`src/rtl/fib_pkg.sv`:
```
// Shared types and helpers for the FIB hash memory sequencer.
package fib_pkg;

    localparam int IDX_W   = 10;
    localparam int MAX_LEN = 8;
    localparam int PFX_W   = 64;
    localparam int ENTRY_W = 65;
    localparam int ADDR_W  = 13;

    typedef struct packed {
        logic             valid;
        logic [PFX_W-1:0] prefix;
    } entry_t;

    typedef enum logic [1:0] {
        ST_IDLE,
        ST_RD,
        ST_CMP,
        ST_WR
    } state_t;

    // Keep the leading len bytes of an MSB-aligned name, zero the rest.
    function automatic logic [PFX_W-1:0] mask_prefix(input logic [PFX_W-1:0] prefix,
                                                      input logic [4:0]       len);
        logic [PFX_W-1:0] m;
        m = '0;
        for (int b = 0; b < 8; b++) begin
            if (5'(b) < len) begin
                m[63-8*b -: 8] = prefix[63-8*b -: 8];
            end
        end
        return m;
    endfunction

endpackage

```
`src/rtl/fib_hash.sv`:
```
// Combinational XOR fold of a 64-bit key into an IDX_W-bit bucket index, LSB chunk first.
module fib_hash #(
    parameter int IDX_W = 10
) (
    input  logic [63:0]      key,
    output logic [IDX_W-1:0] idx
);

    // Bit i lands on position i mod IDX_W; the short top chunk is implicitly zero-padded.
    always_comb begin
        idx = '0;
        for (int i = 0; i < 64; i++) begin
            idx[i % IDX_W] = idx[i % IDX_W] ^ key[i];
        end
    end

endmodule

```
`src/rtl/fib_access_arbiter.sv`:
```
// Round-robin lookup/insert arbiter sequencing the single-ported FIB memory (hash, read, compare, write).
// Lookups respond 2n+1 cycles after accept (n probes), inserts after 4, illegal lengths after 1; ready only in IDLE.
module fib_access_arbiter #(
    parameter int IDX_W   = 10,
    parameter int MAX_LEN = 8
) (
    input  logic                          clk,
    input  logic                          rst,
    input  logic                          lk_valid,
    output logic                          lk_ready,
    input  logic [63:0]                   lk_prefix,
    input  logic [4:0]                    lk_len,
    output logic                          lk_resp_valid,
    output logic                          lk_resp_hit,
    output logic [4:0]                    lk_resp_len,
    output logic                          lk_resp_err,
    input  logic                          ins_valid,
    output logic                          ins_ready,
    input  logic [63:0]                   ins_prefix,
    input  logic [4:0]                    ins_len,
    output logic                          ins_resp_valid,
    output logic                          ins_resp_coll,
    output logic                          ins_resp_err,
    output logic                          mem_rd_en,
    output logic                          mem_wr_en,
    output logic [IDX_W+2:0]              mem_addr,
    output logic [fib_pkg::ENTRY_W-1:0]   mem_wdata,
    input  logic [fib_pkg::ENTRY_W-1:0]   mem_rdata
);
    import fib_pkg::*;

    state_t           state_q, state_d;
    logic             is_ins_q, is_ins_d;
    logic             last_ins_q, last_ins_d;
    logic [63:0]      prefix_q, prefix_d;
    logic [4:0]       len_q, len_d;
    logic             coll_q, coll_d;
    logic             mem_rd_en_q, mem_rd_en_d;
    logic             mem_wr_en_q, mem_wr_en_d;
    logic [IDX_W+2:0] mem_addr_q, mem_addr_d;
    entry_t           mem_wdata_q, mem_wdata_d;
    logic             lk_resp_valid_q, lk_resp_valid_d;
    logic             lk_resp_hit_q, lk_resp_hit_d;
    logic [4:0]       lk_resp_len_q, lk_resp_len_d;
    logic             lk_resp_err_q, lk_resp_err_d;
    logic             ins_resp_valid_q, ins_resp_valid_d;
    logic             ins_resp_coll_q, ins_resp_coll_d;
    logic             ins_resp_err_q, ins_resp_err_d;

    logic             in_idle, grant_lk, grant_ins, acc_illegal, rd_match;
    logic [63:0]      acc_prefix, hash_prefix, hash_key, probe_key;
    logic [4:0]       acc_len, hash_len;
    logic [2:0]       probe_bank;
    logic [IDX_W-1:0] hash_idx;
    entry_t           rd_entry;

    // Ties go to whichever side was not granted last; rst masks both readies.
    assign in_idle   = (state_q == ST_IDLE) && !rst;
    assign grant_lk  = in_idle && lk_valid && (!ins_valid || last_ins_q);
    assign grant_ins = in_idle && ins_valid && !grant_lk;
    assign lk_ready  = grant_lk;
    assign ins_ready = grant_ins;

    assign acc_prefix  = grant_lk ? lk_prefix : ins_prefix;
    assign acc_len     = grant_lk ? lk_len : ins_len;
    assign acc_illegal = (acc_len == 5'd0) || (int'(acc_len) > MAX_LEN);

    // The single hash serves both the first probe (from the request) and each shorter retry.
    assign hash_prefix = (state_q == ST_CMP) ? prefix_q : acc_prefix;
    assign hash_len    = (state_q == ST_CMP) ? len_q - 5'd1 : acc_len;
    assign probe_bank  = 3'(hash_len - 5'd1);
    assign hash_key    = mask_prefix(hash_prefix, hash_len);
    assign probe_key   = mask_prefix(prefix_q, len_q);
    assign rd_entry    = mem_rdata;
    assign rd_match    = rd_entry.valid && (rd_entry.prefix == probe_key);

    fib_hash #(.IDX_W(IDX_W)) u_hash (
        .key (hash_key),
        .idx (hash_idx)
    );

    always_comb begin
        state_d          = state_q;
        is_ins_d         = is_ins_q;
        last_ins_d       = last_ins_q;
        prefix_d         = prefix_q;
        len_d            = len_q;
        coll_d           = coll_q;
        mem_rd_en_d      = 1'b0;
        mem_wr_en_d      = 1'b0;
        mem_addr_d       = mem_addr_q;
        mem_wdata_d      = mem_wdata_q;
        lk_resp_valid_d  = 1'b0;
        lk_resp_hit_d    = lk_resp_hit_q;
        lk_resp_len_d    = lk_resp_len_q;
        lk_resp_err_d    = lk_resp_err_q;
        ins_resp_valid_d = 1'b0;
        ins_resp_coll_d  = ins_resp_coll_q;
        ins_resp_err_d   = ins_resp_err_q;

        case (state_q)
            ST_IDLE: begin
                if (grant_lk || grant_ins) begin
                    last_ins_d = grant_ins;
                    is_ins_d   = grant_ins;
                    prefix_d   = acc_prefix;
                    len_d      = acc_len;
                    if (acc_illegal) begin
                        if (grant_ins) begin
                            ins_resp_valid_d = 1'b1;
                            ins_resp_coll_d  = 1'b0;
                            ins_resp_err_d   = 1'b1;
                        end else begin
                            lk_resp_valid_d = 1'b1;
                            lk_resp_hit_d   = 1'b0;
                            lk_resp_len_d   = 5'd0;
                            lk_resp_err_d   = 1'b1;
                        end
                    end else begin
                        state_d     = ST_RD;
                        mem_rd_en_d = 1'b1;
                        mem_addr_d  = {probe_bank, hash_idx};
                    end
                end
            end
            ST_RD: begin
                state_d = ST_CMP;
            end
            ST_CMP: begin
                if (is_ins_q) begin
                    // Collision is held until WR so the response fields change only with the strobe.
                    coll_d      = rd_entry.valid && !rd_match;
                    mem_wr_en_d = 1'b1;
                    mem_wdata_d = '{valid: 1'b1, prefix: probe_key};
                    state_d     = ST_WR;
                end else if (rd_match) begin
                    lk_resp_valid_d = 1'b1;
                    lk_resp_hit_d   = 1'b1;
                    lk_resp_len_d   = len_q;
                    lk_resp_err_d   = 1'b0;
                    state_d         = ST_IDLE;
                end else if (len_q > 5'd1) begin
                    len_d       = len_q - 5'd1;
                    mem_rd_en_d = 1'b1;
                    mem_addr_d  = {probe_bank, hash_idx};
                    state_d     = ST_RD;
                end else begin
                    lk_resp_valid_d = 1'b1;
                    lk_resp_hit_d   = 1'b0;
                    lk_resp_len_d   = 5'd0;
                    lk_resp_err_d   = 1'b0;
                    state_d         = ST_IDLE;
                end
            end
            ST_WR: begin
                ins_resp_valid_d = 1'b1;
                ins_resp_coll_d  = coll_q;
                ins_resp_err_d   = 1'b0;
                state_d          = ST_IDLE;
            end
            default: state_d = ST_IDLE;
        endcase
    end

    always_ff @(posedge clk) begin
        if (rst) begin
            state_q          <= ST_IDLE;
            is_ins_q         <= 1'b0;
            last_ins_q       <= 1'b1;
            prefix_q         <= '0;
            len_q            <= '0;
            coll_q           <= 1'b0;
            mem_rd_en_q      <= 1'b0;
            mem_wr_en_q      <= 1'b0;
            mem_addr_q       <= '0;
            mem_wdata_q      <= '0;
            lk_resp_valid_q  <= 1'b0;
            lk_resp_hit_q    <= 1'b0;
            lk_resp_len_q    <= '0;
            lk_resp_err_q    <= 1'b0;
            ins_resp_valid_q <= 1'b0;
            ins_resp_coll_q  <= 1'b0;
            ins_resp_err_q   <= 1'b0;
        end else begin
            state_q          <= state_d;
            is_ins_q         <= is_ins_d;
            last_ins_q       <= last_ins_d;
            prefix_q         <= prefix_d;
            len_q            <= len_d;
            coll_q           <= coll_d;
            mem_rd_en_q      <= mem_rd_en_d;
            mem_wr_en_q      <= mem_wr_en_d;
            mem_addr_q       <= mem_addr_d;
            mem_wdata_q      <= mem_wdata_d;
            lk_resp_valid_q  <= lk_resp_valid_d;
            lk_resp_hit_q    <= lk_resp_hit_d;
            lk_resp_len_q    <= lk_resp_len_d;
            lk_resp_err_q    <= lk_resp_err_d;
            ins_resp_valid_q <= ins_resp_valid_d;
            ins_resp_coll_q  <= ins_resp_coll_d;
            ins_resp_err_q   <= ins_resp_err_d;
        end
    end

    assign mem_rd_en      = mem_rd_en_q;
    assign mem_wr_en      = mem_wr_en_q;
    assign mem_addr       = mem_addr_q;
    assign mem_wdata      = mem_wdata_q;
    assign lk_resp_valid  = lk_resp_valid_q;
    assign lk_resp_hit    = lk_resp_hit_q;
    assign lk_resp_len    = lk_resp_len_q;
    assign lk_resp_err    = lk_resp_err_q;
    assign ins_resp_valid = ins_resp_valid_q;
    assign ins_resp_coll  = ins_resp_coll_q;
    assign ins_resp_err   = ins_resp_err_q;

endmodule
```
`config.mk`:
```
export PLATFORM = sky130hd
export DESIGN_NAME = fib_access_arbiter
export DESIGN_NICKNAME = d
export VERILOG_FILES = /design/src/rtl/fib_pkg.sv /design/src/rtl/fib_hash.sv /design/src/rtl/fib_access_arbiter.sv
export SDC_FILE = /design/constraint.sdc
export NUM_CORES = 1
export LEC_CHECK = 0
export BUFFER_PORTS_ARGS = -buffer_cell sky130_fd_sc_hd__buf_2
export CAP_MARGIN = 15
export CORE_UTILIZATION = 30
export DETAILED_ROUTE_END_ITERATION = 8
export GPL_TIMING_DRIVEN = 0
export HOLD_SLACK_MARGIN = 0.15
export PLACE_DENSITY = 0.48
export SLEW_MARGIN = 20
export SYNTH_ARGS = -nofsm -noshare
export SYNTH_HDL_FRONTEND = slang
export SYNTH_SLANG_ARGS = --single-unit
```
`constraint.sdc`:
```
create_clock -name clk -period 3.5 [get_ports clk]
set_clock_uncertainty 0.2 [all_clocks]
set_input_delay 0.7 -clock clk [delete_from_list [all_inputs] [get_ports clk]]
set_output_delay 0.7 -clock clk [all_outputs]
set_load 0.05 [all_outputs]
```
==> reports/qor.txt, run 1 <==
Status - completed
Routed Antenna Nets - 0
Starting DRC count in detailed routing - 901
Crit start category - register
Detailed Routing Iterations Pass 1 - 6
Fraction of registers with async set/reset - 0%
Final Hold Viols - 0
Adder-Cell Fraction of Synth Area - 0.888%
Sequential share of the synthesized area - 33.5%
Xor and xnor fraction of the mapped netlist area - 7.72%
CP max FO - 10
Via count - 10.8k
Fin Hold WS - 248 ps
Syn_nets - 1473
VDD IR max - 0.441 mV
Slowest Stage Delay on Critical Path - 390 ps
First-pass GRT wire length - 65000 um
GR Util met3 - 2.90%
Clk slew on worst S/H paths - 70 ps
CTS tree - yes
Final core occ - 40.0%
Total track usage - 26.9%
Worst-margin pin slew - 767 ps
GPL Wtd Cong - 0.925
Synth Area in Simple Gates - 22.0%
Initial antenna violation count - 0
Cell Pwr Density - 794 nW/um^2
Mux share of post-synthesis cell area - 6.65%
Number of diodes - 0
R2R setup slack - 120 ps
CTS Root Cell - clkbuf_16
Complex-gate fraction of the synthesized area - 24.4%
Fillers - 3470
Synthesized area - 9860 um^2
Required @ worst endpoint - 3660 ps
GRT Max-Usage Layer - met2
Die X - 183 um
Die height - 183 um
Initial Util - 30.4%
Number of global-route vias before repair - 9979
Crit path buffers/inverters - 4
Remaining DRCs - 0
Avg Cell Area, Syn - 7.84 um^2
GR met1 Demand/Resource - 37.0%
Core area - 32500 um^2
Crit. End Element - register
FP Rows - 66
Peak Freq - 0.296 GHz
Cell Chain, Critical Path - buf_6 > inv_1 > ha_1 > nor3b_2 > xor2_1 > a221oi_4 > buf_12 > nand2_1 > buf_4 > nor2_2 > a2bb2oi_1 > xnor2_1 > xnor2_1 > a211oi_1
Gr ovfl total - 0
Crit path DAT - 3540 ps
Synth warn - 0
CTS Buf Count - 17
Count of flip-flops with a built-in enable after synthesis - 0
Boundary pin count - 300
Pin count of the biggest net entering global routing - 17
Max clock buf depth - 2
Synth Instances - 1259
Later-pin clock latency in the skew report - 460 ps
Most common cell on crit path - xnor2_1
Total power - 10300 uW
Hpwl dp - 36800 um
Port buffer count - 299
GR Util met2 - 43.8%
Pleak - 0.00541 uW
Fin. max-slew vios - 0
Hold crit path type - reg -> reg
Hold buffer count at CTS - 0
Leading register cell type out of synthesis - dfxtp_1
Wire per inst - 22.4 um
Non-Filler Instances - 2047
Headroom to the max-slew limit - 48.9%
Largest family of logic cells by synthesized area - compound AO/OA/AOI/OAI gates
Kind of critical path - reg -> reg
Share of cells above drive strength 1 - 28.0%
Max-cap violations - 0
Final net count - 1806
CP max stage cell - dfxtp_4
Fin crit period - 3380 ps
Synthesis-stage register bit count - 165
Placed cells - 2000
H-tree levels - 4
Synth-to-Final Area Change - 31.5%
Total wire length - 45800 um
Final period util - 96.6%
CTS Sinks - 165
Via density - 5.28
Yosys cell types - 74
Final setup viols - 0
Die Area - 33600 um^2
Crit-path leading delay family - compound AO/OA/AOI/OAI gates
Setup TNS - 0 ps
[synth_stat cells (all sizes together), types with 8 or more instances]
master	number	area, um^2
a211oi	63	473
a21oi	94	482
a22oi	8	60.1
a311oi	13	138
a31oi	26	169
buf	36	201
clkbuf	50	188
dfxtp	165	3300
inv	24	90.1
mux2i	61	611
nand2	175	659
nand3	71	355
nand4	9	71.3
nor2	138	518
nor2b	13	81.3
nor4bb	15	150
o21ai	91	455
o32ai	16	155
xnor2	64	561
xor2	23	201
[cells by family after synthesis]
group                      Yosys count
muxes                               65
and+or+nand+nor                    464
buffers and inverters              110
DFF                                165
adders and majority gates            7
xor gates and xnor gates            87
AOI/OAI and AO/OA                  361
[sequential cells by signal, indices dropped and copies added (netlist names), 2 cells and up]
register and flops:
mem_wdata 65, prefix_q 64, mem_addr 13, lk_resp_len 5
len_q 5, state_q 2
[path summary, 6_finish.rpt]
check | start | to | depth (start not counted)
worst max register to register | len_q[0] | mem_addr[7] | 14
worst max-delay path | len_q[0] | mem_addr[7] | 14
worst min register to register | mem_wdata[45] | mem_wdata[45] | 2
worst min-delay path | mem_wdata[45] | mem_wdata[45] | 2
[placed cells by master, fill, tap and decap left out, drive strengths merged, types with 13 or more instances in the layout]
master,netlist,routed
a211oi,63,63
a21oi,94,94
a311oi,13,13
a31oi,26,26
buf,36,349
clkbuf,50,71
dfxtp,165,165
inv,24,27
mux2i,61,61
nand2,175,175
nand3,71,71
nor2,138,138
nor2b,13,13
nor4bb,15,15
o21ai,91,91
o32ai,16,16
xnor2,64,64
xor2,23,23
[cell type report]
cell class                 count  area, um^2  area share (%)
clock inverter                12        97.6           0.753
multi-input combinational    984        6350            48.9
tap                          442         553            4.26
timing repair buffer         315        1660            12.8
buffer                        85         464            3.58
inverter                      24        90.1           0.695
sequential                   165        3310            25.6
clock buffer                  20         447            3.44
[tightest hold or removal path: cells and delay by family (launching register included)]
family,cells,cell delay (ps)
AO/OA/AOI/OAI,1,50
AND/OR/NAND/NOR,1,50
flip-flops,1,310
[metrics by stage]
| step | cell area, um^2 | setup slack [ps] |
|---|---|---|
| finish | 13000 | 119 |
| floorplan | 9860 | 291 |
| global placement | 11900 | -729 |
| CTS | 12800 | 3.94 |
| detailed placement | 11900 | -692 |
| global route | 13000 | -6.79 |
[layer usage]
metal  vias up  wire [um]
met2       399      21200
met3        52       2500
li1       5191          -
met4         0       1100
met1      5163      21000
met5         -          0
[power breakdown]
group	switching, uW	internal (uW)
registers	510	2160
logic	3610	2190
clock network	901	936
[what timing repair did]
item                       CTS  global route
buffers inserted            14             2
gates cloned                 0             0
resized for setup           45            54
pin swaps                   14            11
setup endpoints to repair   67           105
(Power assumes the default switching activity.)
==> inputs of run 2 (changes only) <==
- ABC_AREA: unset -> 1
- clock period: 3.5 -> 4.2 ns (I/O delays scaled with it)
==> run 2 against run 1 <==
  * Cell count increased by 25%
  * Die area increased by 9.0%
  * Non-clock buffer count decreased by 10
  * Clock-buffer cell count increased by 1
  * Via count increased by 15%
  * Area after synthesis increased by 9.1%
  * Power decreased by 21%
  * Largest power group unchanged
  * Highest routed layer unchanged
==> reports/qor.txt, run 2 <==
Finished Cell Area - 13500 um^2 (+3.8%)
Cell taking the most area after synthesis - dfxtp_1
Initial Util - 30.3% (-0.052 points)
Avg Cell Area, Syn - 6.09 um^2 (-22%)
Synth-to-Final Area Change - 25.0%
GPL Wtd Cong - 0.920 (-0.61%)
Crit path buffers/inverters - 6 (+2)
Dominant cells by area after synthesis - dfxtp_1, nand2_1, inv_1, o21ai_0, nand3_1
CTS Sinks - 165 (unchanged)
CTS Buf Count - 17 (unchanged)
Crit path DAT - 4240 ps (+700 ps)
Cell Pwr Density - 608 nW/um^2 (-23%)
CP max stage cell - buf_1
Synthesis-stage register bit count - 165 (unchanged)
Detailed Routing Iterations Pass 1 - 5 (-1)
DP Area - 12800 um^2 (+7.7%)
Max-cap violations - 0 (unchanged)
Yosys top cell area share - 30.7% (-2.8 points)
Die height - 191 um (+4.4%)
Boundary pin count - 300 (unchanged)
Top cells by count, synth - nand2_1, inv_1, dfxtp_1
Fin. max-slew vios - 0 (unchanged)
H-tree levels - 4 (unchanged)
VDD IR max - 0.312 mV (-29%)
Via density - 4.84 (-8.4%)
Share of cells above drive strength 1 - 19.7% (-8.2 points)
Count of flip-flops with a built-in enable after synthesis - 0 (unchanged)
Leading register cell type out of synthesis - dfxtp_1
Number of diodes - 0 (unchanged)
Final setup viols - 0 (unchanged)
Kind of critical path - reg -> reg
Wire per inst - 18.7 um (-16%)
Commonest non-fill, non-tap cells in the layout - nand2_1, buf_2, inv_1
Synth Instances - 1768 (+40%)
Crit start category - register
Die X - 191 um (+4.4%)
Largest register FFs - 65 (unchanged)
Initial antenna violation count - 0 (unchanged)
Sequential share of the synthesized area - 30.7% (-2.8 points)
FP Rows - 69 (+4.5%)
Synthesized area - 10800 um^2 (+9.1%)
Fraction of registers with async set/reset - 0% (unchanged)
Synth warn - 0 (unchanged)
Hpwl dp - 38800 um (+5.3%)
Peak Freq - 0.242 GHz (-18%)
Pleak - 0.00729 uW (+35%)
Non-Filler Instances - 2558 (+25%)
Fin crit period - 4130 ps (+745 ps)
Syn_nets - 1982 (+35%)
Number of global-route vias before repair - 11.5k (+15%)
Final Hold Viols - 0 (unchanged)
Max clock buf depth - 2 (unchanged)
Starting DRC count in detailed routing - 964 (+7.0%)
Final net count - 2298 (+27%)
Pin count of the biggest net entering global routing - 17 (unchanged)
Final period util - 98.2% (+1.6 points)
Yosys cell types - 39 (-47%)
R2R setup slack - 70 ps (-50 ps)
Crit-path leading delay family - buffers and inverters
Setup TNS - 0 ps (unchanged)
Routed Antenna Nets - 0 (unchanged)
Core area - 35500 um^2 (+9.3%)
Fin Hold WS - 260 ps (+12.1 ps)
Gr ovfl total - 0 (unchanged)
Later-pin clock latency in the skew report - 440 ps (-20 ps)
CP max FO - 10 (unchanged)
Required @ worst endpoint - 4320 ps (+660 ps)
Total wire length - 47900 um (+4.4%)
Via count - 12.4k (+15%)
Hold buffer count at CTS - 0 (unchanged)
Port buffer count - 297 (-0.67%)
CTS tree - yes
First-pass GRT wire length - 69800 um (+7.4%)
Most common cell after layout, fill and taps aside - nand2_1
Status - completed
Clk slew on worst S/H paths - 70 ps (about the same)
Fillers - 3951 (+14%)
Remaining DRCs - 0 (unchanged)
CTS Root Cell - clkbuf_16
Headroom to the max-slew limit - 37.2% (-12 points)
Crit. End Element - register
Cell Chain, Critical Path - inv_1 > ha_1 > clkbuf_1 > inv_1 > buf_2 > buf_1 > clkbuf_1 > o21ai_0 > nand2_1 > nand3_1 > nand2_1 > nand3_1 > a21oi_1 > nor2_1
Hold crit path type - reg -> reg
Total track usage - 26.3% (-0.64 points)
Placed cells - 2526 (+26%)
Slowest Stage Delay on Critical Path - 690 ps (+300 ps)
RSZ-0062 raised after global routing - yes
Die Area - 36600 um^2 (+9.0%)
Most numerous cell in the Yosys netlist - nand2_1
Worst-margin pin slew - 932 ps (+165 ps)
## run 2: changes by cell type after synthesis, sizes merged, moves of 15 or more
cell / previous run / this run
nand2: 175 / 682
inv: 24 / 204
o211ai: 3 / 65
a211oi: 63 / 2
o21ai: 91 / 152
nor2: 138 / 79
xnor2: 64 / 5
mux2i: 61 / 7
nand3b: 4 / 50
nand3: 71 / 111
a31oi: 26 / 1
xor2: 23 / 6
o32ai: 16 / 0
nor4bb: 15 / 0
## run 2: worst register-to-register path, cell delays in order (launching register included)
cell and delay, ps:
dfxtp_1 380, inv_1 100, ha_1 210, clkbuf_1 190, inv_1 200, buf_2 240
buf_1 690, clkbuf_1 560, o21ai_0 470, nand2_1 180, nand3_1 80, nand2_1 90
nand3_1 80, a21oi_1 280, nor2_1 70
## run 2: per-layer routing
layer / up-vias / GRT usage (%) / wire (um)
met4: 0 / 9.68 / 1560
met1: 5598 / 34.1 / 21800
met5: - / 0 / 0
met2: 416 / 43.7 / 21900
li1: 6306 / - / -
met3: 52 / 3.82 / 2630
## run 2: path summary, 6_finish.rpt
kind	end	start	cells past startpoint
worst max-delay path	mem_addr[6]	state_q[0]	14
worst min-delay path	lk_resp_len[3]	lk_resp_len[3]	2
worst max register to register	mem_addr[6]	state_q[0]	14
worst min register to register	lk_resp_len[3]	lk_resp_len[3]	2
## run 2: area by class of cell
type,instances,area (um^2),area share [%]
multi-input cells,1303,6220,46.2
flip-flops and latches,165,3300,24.5
repair buffers,297,1490,11.0
inverters,207,778,5.78
well taps,461,577,4.29
plain buffers,93,467,3.47
clock buffers,21,450,3.35
clock inverters,11,175,1.30
## run 2: where the power goes
group          switching [uW]  internal (uW)
combinational            3060           1310
clock                     729           1020
sequential                250           1820
total                    4040           4140
## run 2: what timing repair did
item / 4_1_cts / 5_1_grt
cloned: 0 / 0
gates resized for setup: 1 / 3
endpoints found under the setup margin: 1 / 7
setup buffers: 0 / 0
## run 2: kinds of logic (layout without fill, tap and decap cells)
kind of cell,Yosys count,in the layout,synth area share (%)
adder cells (fa/ha/maj),7,7,0.813
AND/OR/NAND/NOR,955,955,38.6
AO/OA/AOI/OAI,323,323,16.8
XOR/XNOR,11,11,0.895
flip-flops,165,165,30.7
buffers and inverters,300,629,11.5
multiplexers,7,7,0.651
## run 2: stage by stage
stage	power (uW)	util, %	setup slack [ps]
final	8180	37.9	73.8
after floorplan	5040	-	668
after global placement	6380	36.2	68.2
after global routing	8770	37.9	-59.0
after detailed placement	6430	36.2	86.2
after CTS	8190	37.9	85.2
==> inputs of run 3 (changes only) <==
- CORE_MARGIN: unset -> 3
==> run 3 against run 2 <==
  * Die area rose by 4.2%
  * Worst setup slack improved by 160 ps
  * Utilization rose by 0.42 points
  * Worst hold slack improved by 1.4 ps
  * Critical path depth fell by 4
  * Flip-flop and latch count did not move
  * Non-clock buffer count fell by 1
  * Clock-buffer cell count fell by 3
  * Clock power fell by 7%
  * Sequential power barely moved
  * Critical endpoint is now ins_ready
  * Highest routed layer is now met5
==> reports/qor.txt, run 3 (same netlist as run 2, synthesis figures left out) <==
Total wire length - 49500 um (+3.4%)
Cell Pwr Density - 603 nW/um^2 (-0.80%)
Net Sw Frac - 50.8% (+1.5 points)
Cell Chain, Critical Path - inv_1 > ha_1 > inv_1 > nor2_8 > nand3_2 > clkinv_2 > buf_2 > buf_4 > nor2_2 > clkbuf_4
First-pass GRT wire length - 72400 um (+3.7%)
Kind of critical path - reg -> out
Wire per inst - 19.4 um (+3.7%)
VDD IR max - 0.331 mV (+6.4%)
Final net count - 2297 (-0.044%)
Peak Freq - 0.252 GHz (+4.1%)
Sequential Power Share - 25.5% (+0.2 points)
FP Rows - 68 (-1.4%)
Fillers - 3882 (-1.7%)
Setup bufs post-CTS - 0 (unchanged)
Remaining DRCs - 0 (unchanged)
Hold crit path type - reg -> reg
Total track usage - 25.3% (-0.92 points)
GPL Wtd Cong - 0.888 (-3.4%)
Largest register FFs - 65 (unchanged)
H-tree levels - 4 (unchanged)
Routed Antenna Nets - 0 (unchanged)
Most common cell after layout, fill and taps aside - nand2_1
Die height - 195 um (+2.1%)
RSZ-0062 raised after global routing - no
Hold buffer count at CTS - 0 (unchanged)
Headroom to the max-slew limit - 35.7% (-1.5 points)
Core area - 35000 um^2 (-1.4%)
Boundary pin count - 300 (unchanged)
Most common cell on crit path - inv_1
Final period util - 94.4% (-3.9 points)
Pleak - 0.00728 uW (-0.16%)
Fin. max-slew vios - 0 (unchanged)
Pin count of the biggest net entering global routing - 17 (unchanged)
Initial Util - 30.8% (+0.45 points)
Via count - 12.4k (+0.56%)
CTS Buf Count - 17 (unchanged)
Crit-path leading delay family - buffers and inverters
Crit start category - register
CTS Root Cell - clkbuf_16
Multi-input logic area - 6220 um^2 (about the same)
CP max FO - 10 (unchanged)
Fin crit period - 3960 ps (-163 ps)
Final Hold Viols - 0 (unchanged)
Placed cells - 2520 (-0.24%)
Internal power - 3980 uW (-4.0%)
Required @ worst endpoint - 3160 ps (-1160 ps)
Synth-to-Final Area Change - 24.6%
Share of cells above drive strength 1 - 19.9% (+0.20 points)
Max-cap violations - 0 (unchanged)
Max clock buf depth - 2 (unchanged)
Crit path DAT - 2920 ps (-1320 ps)
Total net switching power - 4110 uW (+1.8%)
Starting DRC count in detailed routing - 880 (-8.7%)
FF/Latch Area - 3300 um^2 (unchanged)
Via density - 4.88 (+0.79%)
Number of global-route vias before repair - 11.8k (+3.3%)
Detailed Routing Iterations Pass 1 - 5 (unchanged)
Status - completed
Die X - 195 um (+2.1%)
Slowest Stage Delay on Critical Path - 380 ps (-310 ps)
CP max stage cell - dfxtp_1
CTS Sinks - 165 (unchanged)
Initial antenna violation count - 2 (+2)
R2R setup slack - 250 ps (+180 ps)
Die Area - 38200 um^2 (+4.2%)
Crit. End Element - output port
Non-Filler Instances - 2552 (-0.23%)
Commonest non-fill, non-tap cells in the layout - nand2_1, buf_2, inv_1
Worst-margin pin slew - 965 ps (+33.0 ps)
Clk slew on worst S/H paths - 70 ps (about the same)
Clk pwr share - 20.1% (-1.2 points)
Total power - 8090 uW (-1.2%)
Part of the power in combinational logic - 54.3% (+0.9 points)
Crit path buffers/inverters - 6 (unchanged)
Later-pin clock latency in the skew report - 470 ps (+30 ps)
Gr ovfl total - 0 (unchanged)
Port buffer count - 297 (unchanged)
CTS tree - yes
Hpwl dp - 40200 um (+3.6%)
Final setup viols - 0 (unchanged)
-- run 3: changes by cell type in the layout (fill, tap and decap cells not counted), moves of 2 or more --
cell and delta:
inv_6 +5, clkbuf_1 -4, bufinv_16 -3, buf_2 -2, clkbuf_4 +2, inv_8 +2
-- run 3: cell type report --
| type | instances | area share (%) |
|---|---|---|
| tap | 455 | 4.25 |
| multi-input combinational | 1303 | 46.4 |
| antenna | 1 | 0.0187 |
| clock inverter | 14 | 1.04 |
| clock buffer | 18 | 3.27 |
| inverter | 207 | 5.80 |
| buffer | 92 | 3.47 |
| timing repair buffer | 297 | 11.1 |
| sequential | 165 | 24.6 |
-- run 3: through the flow --
stage	area, um^2	hold slack [ps]	TNS (ps)	setup slack, ps	utilization [%]
2_1_floorplan	10800	244	0	668	-
3_3_place_gp	12800	247	-1410	-248	36.7
3_5_place_dp	12800	252	-1820	-278	36.7
4_1_cts	13400	264	0	105	38.3
5_1_grt	13400	270	0	10.8	38.3
6_report	13400	262	0	237	38.3
-- run 3: routing by layer --
metal / wire [um] / vias to the layer above / track usage (%)
li1: - / 6297 / -
met1: 21800 / 5714 / 32.8
met4: 993 / 2 / 6.44
met5: 13 / - / 0
met3: 3240 / 44 / 5.64
met2: 23400 / 384 / 42.8
-- run 3: what timing repair did --
action                                 4_1_cts  5_1_grt
pin swaps                                    0        0
setup endpoints to repair                   11        2
endpoints found under the hold margin        0        0
resized for setup                            1        5
-- run 3: final timing paths --
check,start,end,depth (start not counted)
max,state_q[0],ins_ready,10
min,ins_resp_err,ins_resp_err,2
max reg2reg,state_q[0],mem_addr[6],14
min reg2reg,ins_resp_err,ins_resp_err,2
-- run 3: power groups by stage --
stage / clock network (uW) / logic (uW) / registers, uW
final: 1630 / 4390 / 2070
after global routing: 1720 / 4880 / 2090
after CTS: 1660 / 4360 / 2060
after detailed placement: 0 / 4340 / 2100
after global placement: 0 / 4310 / 2090
after floorplan: 0 / 2790 / 2250
-- run 3: worst reg2reg max path: stages (launching register included) --
cell and delay (ps):
dfxtp_1 380, inv_1 100, ha_1 210, clkbuf_1 190, inv_1 190, buf_2 230, buf_1 660, clkbuf_1 540
o21ai_0 480, nand2_1 190, nand3_1 80, nand2_1 110, nand3_1 80, a21oi_1 150, nor2_1 50
